[src/rtl/cpu_types_pkg.sv]
// Shared CPU pipeline types: stage-register occupancy states and the packed
// payload widths of each inter-stage interface.
package cpu_types_pkg;

  typedef enum logic [1:0] {
    PS_EMPTY = 2'd0,
    PS_ONE   = 2'd1,
    PS_TWO   = 2'd2
  } pstage_t;

  // pc (32) + instr (32)
  localparam int IFID_W  = 64;
  // pc + rs1/rs2 data + imm (128) + rd (5) + 16 control bits
  localparam int IDEX_W  = 149;
  // pcplus4 + aluOut + store data (96) + rd (5) + 8 control bits
  localparam int EXMEM_W = 109;
  // pcplus4 + aluOut + dmemload (96) + 6 control bits
  localparam int MEMWB_W = 102;

endpackage

[src/rtl/elastic_pipe_reg.sv]
// Elastic pipeline stage register: valid/ready handshake, optional two-entry
// skid buffer, synchronous flush and a saturating stall-cycle counter.
module elastic_pipe_reg
  import cpu_types_pkg::*;
#(
  parameter int WIDTH          = MEMWB_W,
  parameter int SKID           = 1,
  parameter int CLEAR_ON_FLUSH = 1,
  parameter int CNT_W          = 16
) (
  input  logic             CLK,
  input  logic             nRST,
  input  logic             flush,
  input  logic             in_valid,
  output logic             in_ready,
  input  logic [WIDTH-1:0] data_in,
  output logic             out_valid,
  input  logic             out_ready,
  output logic [WIDTH-1:0] data_out,
  output logic [1:0]       occupancy,
  output logic [CNT_W-1:0] stall_cnt
);

  pstage_t          state_q, state_d;
  logic             in_xfer, out_xfer;
  logic             load_main, main_from_skid, load_skid, clear;
  logic [WIDTH-1:0] main_q, skid_data;
  logic [CNT_W-1:0] stall_q;

  assign out_valid = (state_q != PS_EMPTY);
  assign data_out  = main_q;
  assign occupancy = state_q;
  assign stall_cnt = stall_q;
  assign in_xfer   = in_valid & in_ready;
  assign out_xfer  = out_valid & out_ready;

  // NOTE: every output of this block gets a default first, so no path leaves
  // a signal unassigned and no latch is inferred.
  always_comb begin
    state_d        = state_q;
    load_main      = 1'b0;
    main_from_skid = 1'b0;
    load_skid      = 1'b0;
    clear          = flush && (CLEAR_ON_FLUSH != 0);
    if (flush) begin
      state_d = PS_EMPTY;
    end else begin
      unique case (state_q)
        PS_EMPTY: if (in_xfer) begin
          state_d   = PS_ONE;
          load_main = 1'b1;
        end
        PS_ONE: begin
          if (in_xfer && out_xfer) begin
            load_main = 1'b1;
          end else if (in_xfer && (SKID != 0)) begin
            state_d   = PS_TWO;
            load_skid = 1'b1;
          end else if (out_xfer) begin
            state_d = PS_EMPTY;
          end
        end
        PS_TWO: if (out_xfer) begin
          state_d        = PS_ONE;
          load_main      = 1'b1;
          main_from_skid = 1'b1;
        end
        default: state_d = PS_EMPTY;
      endcase
    end
  end

  // NOTE: state uses non-blocking assignments so every flop samples the
  // pre-edge values regardless of block evaluation order.
  always_ff @(posedge CLK or negedge nRST) begin
    if (!nRST) begin
      state_q <= PS_EMPTY;
    end else begin
      state_q <= state_d;
    end
  end

  // NOTE: payload registers are reset so data_out reads zero out of reset;
  // after that they change only on a load or a clearing flush.
  always_ff @(posedge CLK or negedge nRST) begin
    if (!nRST) begin
      main_q <= '0;
    end else if (clear) begin
      main_q <= '0;
    end else if (load_main) begin
      main_q <= main_from_skid ? skid_data : data_in;
    end
  end

  generate
    if (SKID != 0) begin : g_skid
      logic [WIDTH-1:0] skid_q;
      logic             in_ready_q;

      always_ff @(posedge CLK or negedge nRST) begin
        if (!nRST) begin
          skid_q <= '0;
        end else if (clear) begin
          skid_q <= '0;
        end else if (load_skid) begin
          skid_q <= data_in;
        end
      end

      // Registered from the next state, cutting any out_ready -> in_ready path.
      always_ff @(posedge CLK or negedge nRST) begin
        if (!nRST) begin
          in_ready_q <= 1'b1;
        end else begin
          in_ready_q <= (state_d != PS_TWO);
        end
      end

      assign skid_data = skid_q;
      assign in_ready  = in_ready_q;
    end else begin : g_no_skid
      assign skid_data = '0;
      assign in_ready  = out_ready | ~out_valid;
    end
  endgenerate

  // Counts held-output cycles; flush leaves it alone, only reset clears it.
  always_ff @(posedge CLK or negedge nRST) begin
    if (!nRST) begin
      stall_q <= '0;
    end else if (out_valid && !out_ready && (stall_q != '1)) begin
      stall_q <= stall_q + 1'b1;
    end
  end

endmodule
[config.mk]
export PLATFORM = sky130hd
export DESIGN_NAME = elastic_pipe_reg
export DESIGN_NICKNAME = d
export VERILOG_FILES = /design/src/rtl/cpu_types_pkg.sv /design/src/rtl/elastic_pipe_reg.sv
export SDC_FILE = /design/constraint.sdc
export NUM_CORES = 1
export LEC_CHECK = 0
export CAP_MARGIN = 5
export CORE_MARGIN = 10
export CORE_UTILIZATION = 37
export CTS_CLUSTER_SIZE = 8
export DETAILED_ROUTE_END_ITERATION = 12
export PLACE_DENSITY_LB_ADDON = 0.1
export SLEW_MARGIN = 20
export SYNTH_ARGS = -nofsm -noshare
export SYNTH_HDL_FRONTEND = slang
export SYNTH_SLANG_ARGS = --single-unit
[constraint.sdc]
create_clock -name CLK -period 2.05 [get_ports CLK]
set_clock_uncertainty 0.05 [all_clocks]
set_input_delay 0.41 -clock CLK [delete_from_list [all_inputs] [get_ports CLK]]
set_output_delay 0.41 -clock CLK [all_outputs]
set_load 0.02 [all_outputs]
==> results.ini <==
[run_status]
outcome=finished, final reports clean

[pwr]
powerDensity_mw_per_mm2=821
ir_drop_v=0.000670
finalPower_uw=11800
leakagePower_uw=0.00606

[clock_network]
clk_latency_ps=540
htree_levels=1
post_cts_buffers=0
clock_path_buffers=3
cts_made_buffers=31
cts_tree=yes
clkTransAtPathRegs_ps=50
cts.sinks=223
cts_root_buf=clkbuf_16

[critical_path]
required_ps=1590
critPathArrivalTime_ps=1560
critPathMaxStageDelay_ps=680
critPathSlowestCell=clkdlybuf4s50_1
cp-start-kind=flip-flop
cpLargestDelayFamily=buffers and inverters
path_class=flip-flop to primary output
path_cells=clkdlybuf4s50_1
cp_max_fo=2
cp-end-kind=primary output
critPathBufInv=1

[routing]
via_per_inst=4.90
drc_errors=0
drtIter0Drc=402
wl_per_cell_microns=17.8
postRouteAntennaNets=0
vias=7996
firstDrtPassIters=5
wl_microns=29100

[placed_design]
placed_area_sq_mm=0.0136
dpl.hpwl_microns=19900
place_congestion=0.766
port_buffers=228

[sta]
hold_viol_final=0
relSlewSlack_pct=64.8
post-route-period-util_pct=98.4
rsz0062_at_grt=false
tightest_slew_ps=528
timing.final.crit_period_ps=2020
slew_violations=0
fmax_mhz=496
setup_viol=0

[synthesis]
yosysUniqueCellTypes=39
synth_seq_cells=223
avgSynthCellArea_sq_um=10.4
yosys_warnings=0
yosysSeqAreaShare_pct=54.0
synth_edf_count=0
ys_async_sr_fraction_pct=100
syn_nets=1100
ys.flop_type=dfrtp_1
synth_cells=992
netlist_area_sq_mm=0.0103

[floorplan]
initial_utilization_pct=37.3
die-area_sq_mm=0.0350
die_w_microns=187
coreArea_sq_mm=0.0277
ios=229
die_h_microns=187
rows=61

[cells_and_area]
fillCellCount=2550
drive_above_1_share_pct=13.9
areaGrowthSynthToFinish_pct=39.5
postLayoutCellArea_sq_mm=0.0144
nNetsFinal=1346

[global_route]
grt_pass1_wl_microns=47400
grt_max_degree=94
gr-total-overflow=0
antenna_found_initial=3
grt.total_usage_pct=16.2
grt_pass1_vias=8382

[job]
maxCapViolations=0

[hold_path]
hold_path.class=primary input to async pin

cell usage after synthesis, types with 2 or more instances:
cell / number / area, sq um
a21oi_1: 103 / 515
mux2i_1: 103 / 1030
nor4_1: 6 / 37.5
dfrtp_1: 222 / 5560
or2_2: 2 / 12.5
nor2_1: 105 / 394
nand4_1: 4 / 25.0
nor3_1: 8 / 40.0
buf_6: 16 / 180
a211oi_1: 42 / 315
nand3b_1: 2 / 15.0
a211oi_2: 60 / 751
xor2_1: 13 / 114
nand3_1: 6 / 30.0
nand2_1: 211 / 792
clkbuf_1: 28 / 105
buf_4: 7 / 52.6
buf_2: 33 / 165
flip-flops by register name (all words and copies together) (netlist names):
register,cells
stall_cnt,16
data_out,102
in_ready,1
occupancy,2
g_skid.skid_q,102
final timing paths:
path                                from                  to  slack (ps)  depth (start not counted)
min reg2reg                stall_cnt[15]       stall_cnt[15]         440                          1
max reg2reg                     in_ready   g_skid.skid_q[32]         140                          7
min in group CLK                   flush   g_skid.skid_q[93]         360                          3
max                         data_out[58]        data_out[58]          30                          1
min                                 nRST        data_out[28]         320                          2
max in group asynchronous           nRST  g_skid.skid_q[100]        1010                          3
cells in the final DEF (no fill, tap or decap), drive strengths merged, types with 3 or more instances in the layout:
| master | instances |
|---|---|
| a211oi | 102 |
| a21oi | 103 |
| buf | 70 |
| clkbuf | 46 |
| clkdlybuf4s50 | 187 |
| dfrtp | 222 |
| dlygate4sd2 | 23 |
| dlymetal6s2s | 15 |
| mux2i | 103 |
| nand2 | 211 |
| nand3 | 6 |
| nand4 | 4 |
| nor2 | 105 |
| nor3 | 8 |
| nor4 | 6 |
| or2 | 3 |
| xor2 | 13 |
timing repair:
item,4_1_cts,5_1_grt
resized for setup,28,18
endpoints found under the setup margin,24,27
hold buffers,1,0
hold endpoints to repair,36,0
logic make-up (layout without fill, tap and decap cells):
kind of cell    Yosys count  count (layout)  share of synthesized area, %
simple gates            356             356                          14.0
xor+xnor                 14              14                          1.19
fa+ha+maj                 1               1                         0.121
mux                     105             105                          10.2
flops                   223             223                          54.0
compound gates          209             209                          15.7
other cells               0               2                             0
buf+inv                  84             343                          4.86
routing by layer:
layer / GRT usage, % / up-vias / share of wire (%)
met5: 0 / - / 0.045
met2: 25.7 / 173 / 46
met3: 4.46 / 32 / 6.2
met1: 21.9 / 3870 / 46
met4: 3.07 / 2 / 1.3
li1: - / 3919 / -
stage by stage:
| step | utilization [%] | worst slack (ps) | std cells | TNS, ps | hold WS, ps |
|---|---|---|---|---|---|
| CTS | 51.9 | 6.06 | 1629 | 0 | 314 |
| global route | 52.0 | 1.46 | 1629 | 0 | 329 |
| floorplan | - | 117 | 992 | 0 | 64.4 |
| global placement | 48.9 | -310 | 1582 | -45200 | 289 |
| detailed placement | 48.9 | -327 | 1582 | -49570 | 289 |
| finish | 52.1 | 33.5 | 1631 | 0 | 320 |
final cells by class:
| class | instances | area (sq um) | share of cell area [%] |
|---|---|---|---|
| diodes | 2 | 5.00 | 0.0347 |
| multi-input cells | 685 | 4290 | 29.7 |
| well taps | 378 | 473 | 3.28 |
| clock buffers | 45 | 828 | 5.74 |
| clock inverters | 1 | 8.76 | 0.0607 |
| flip-flops and latches | 223 | 5580 | 38.7 |
| repair buffers | 297 | 3240 | 22.5 |
where the power goes:
group	switching [uW]	leakage, uW	internal [uW]	total (uW)
combinational	1260	0.00266	1090	2350
clock	1810	0.000403	2730	4540
sequential	220	0.00299	4720	4940
total	3290	0.00606	8540	11800
Note: power is estimated with default switching activity, not from simulation.
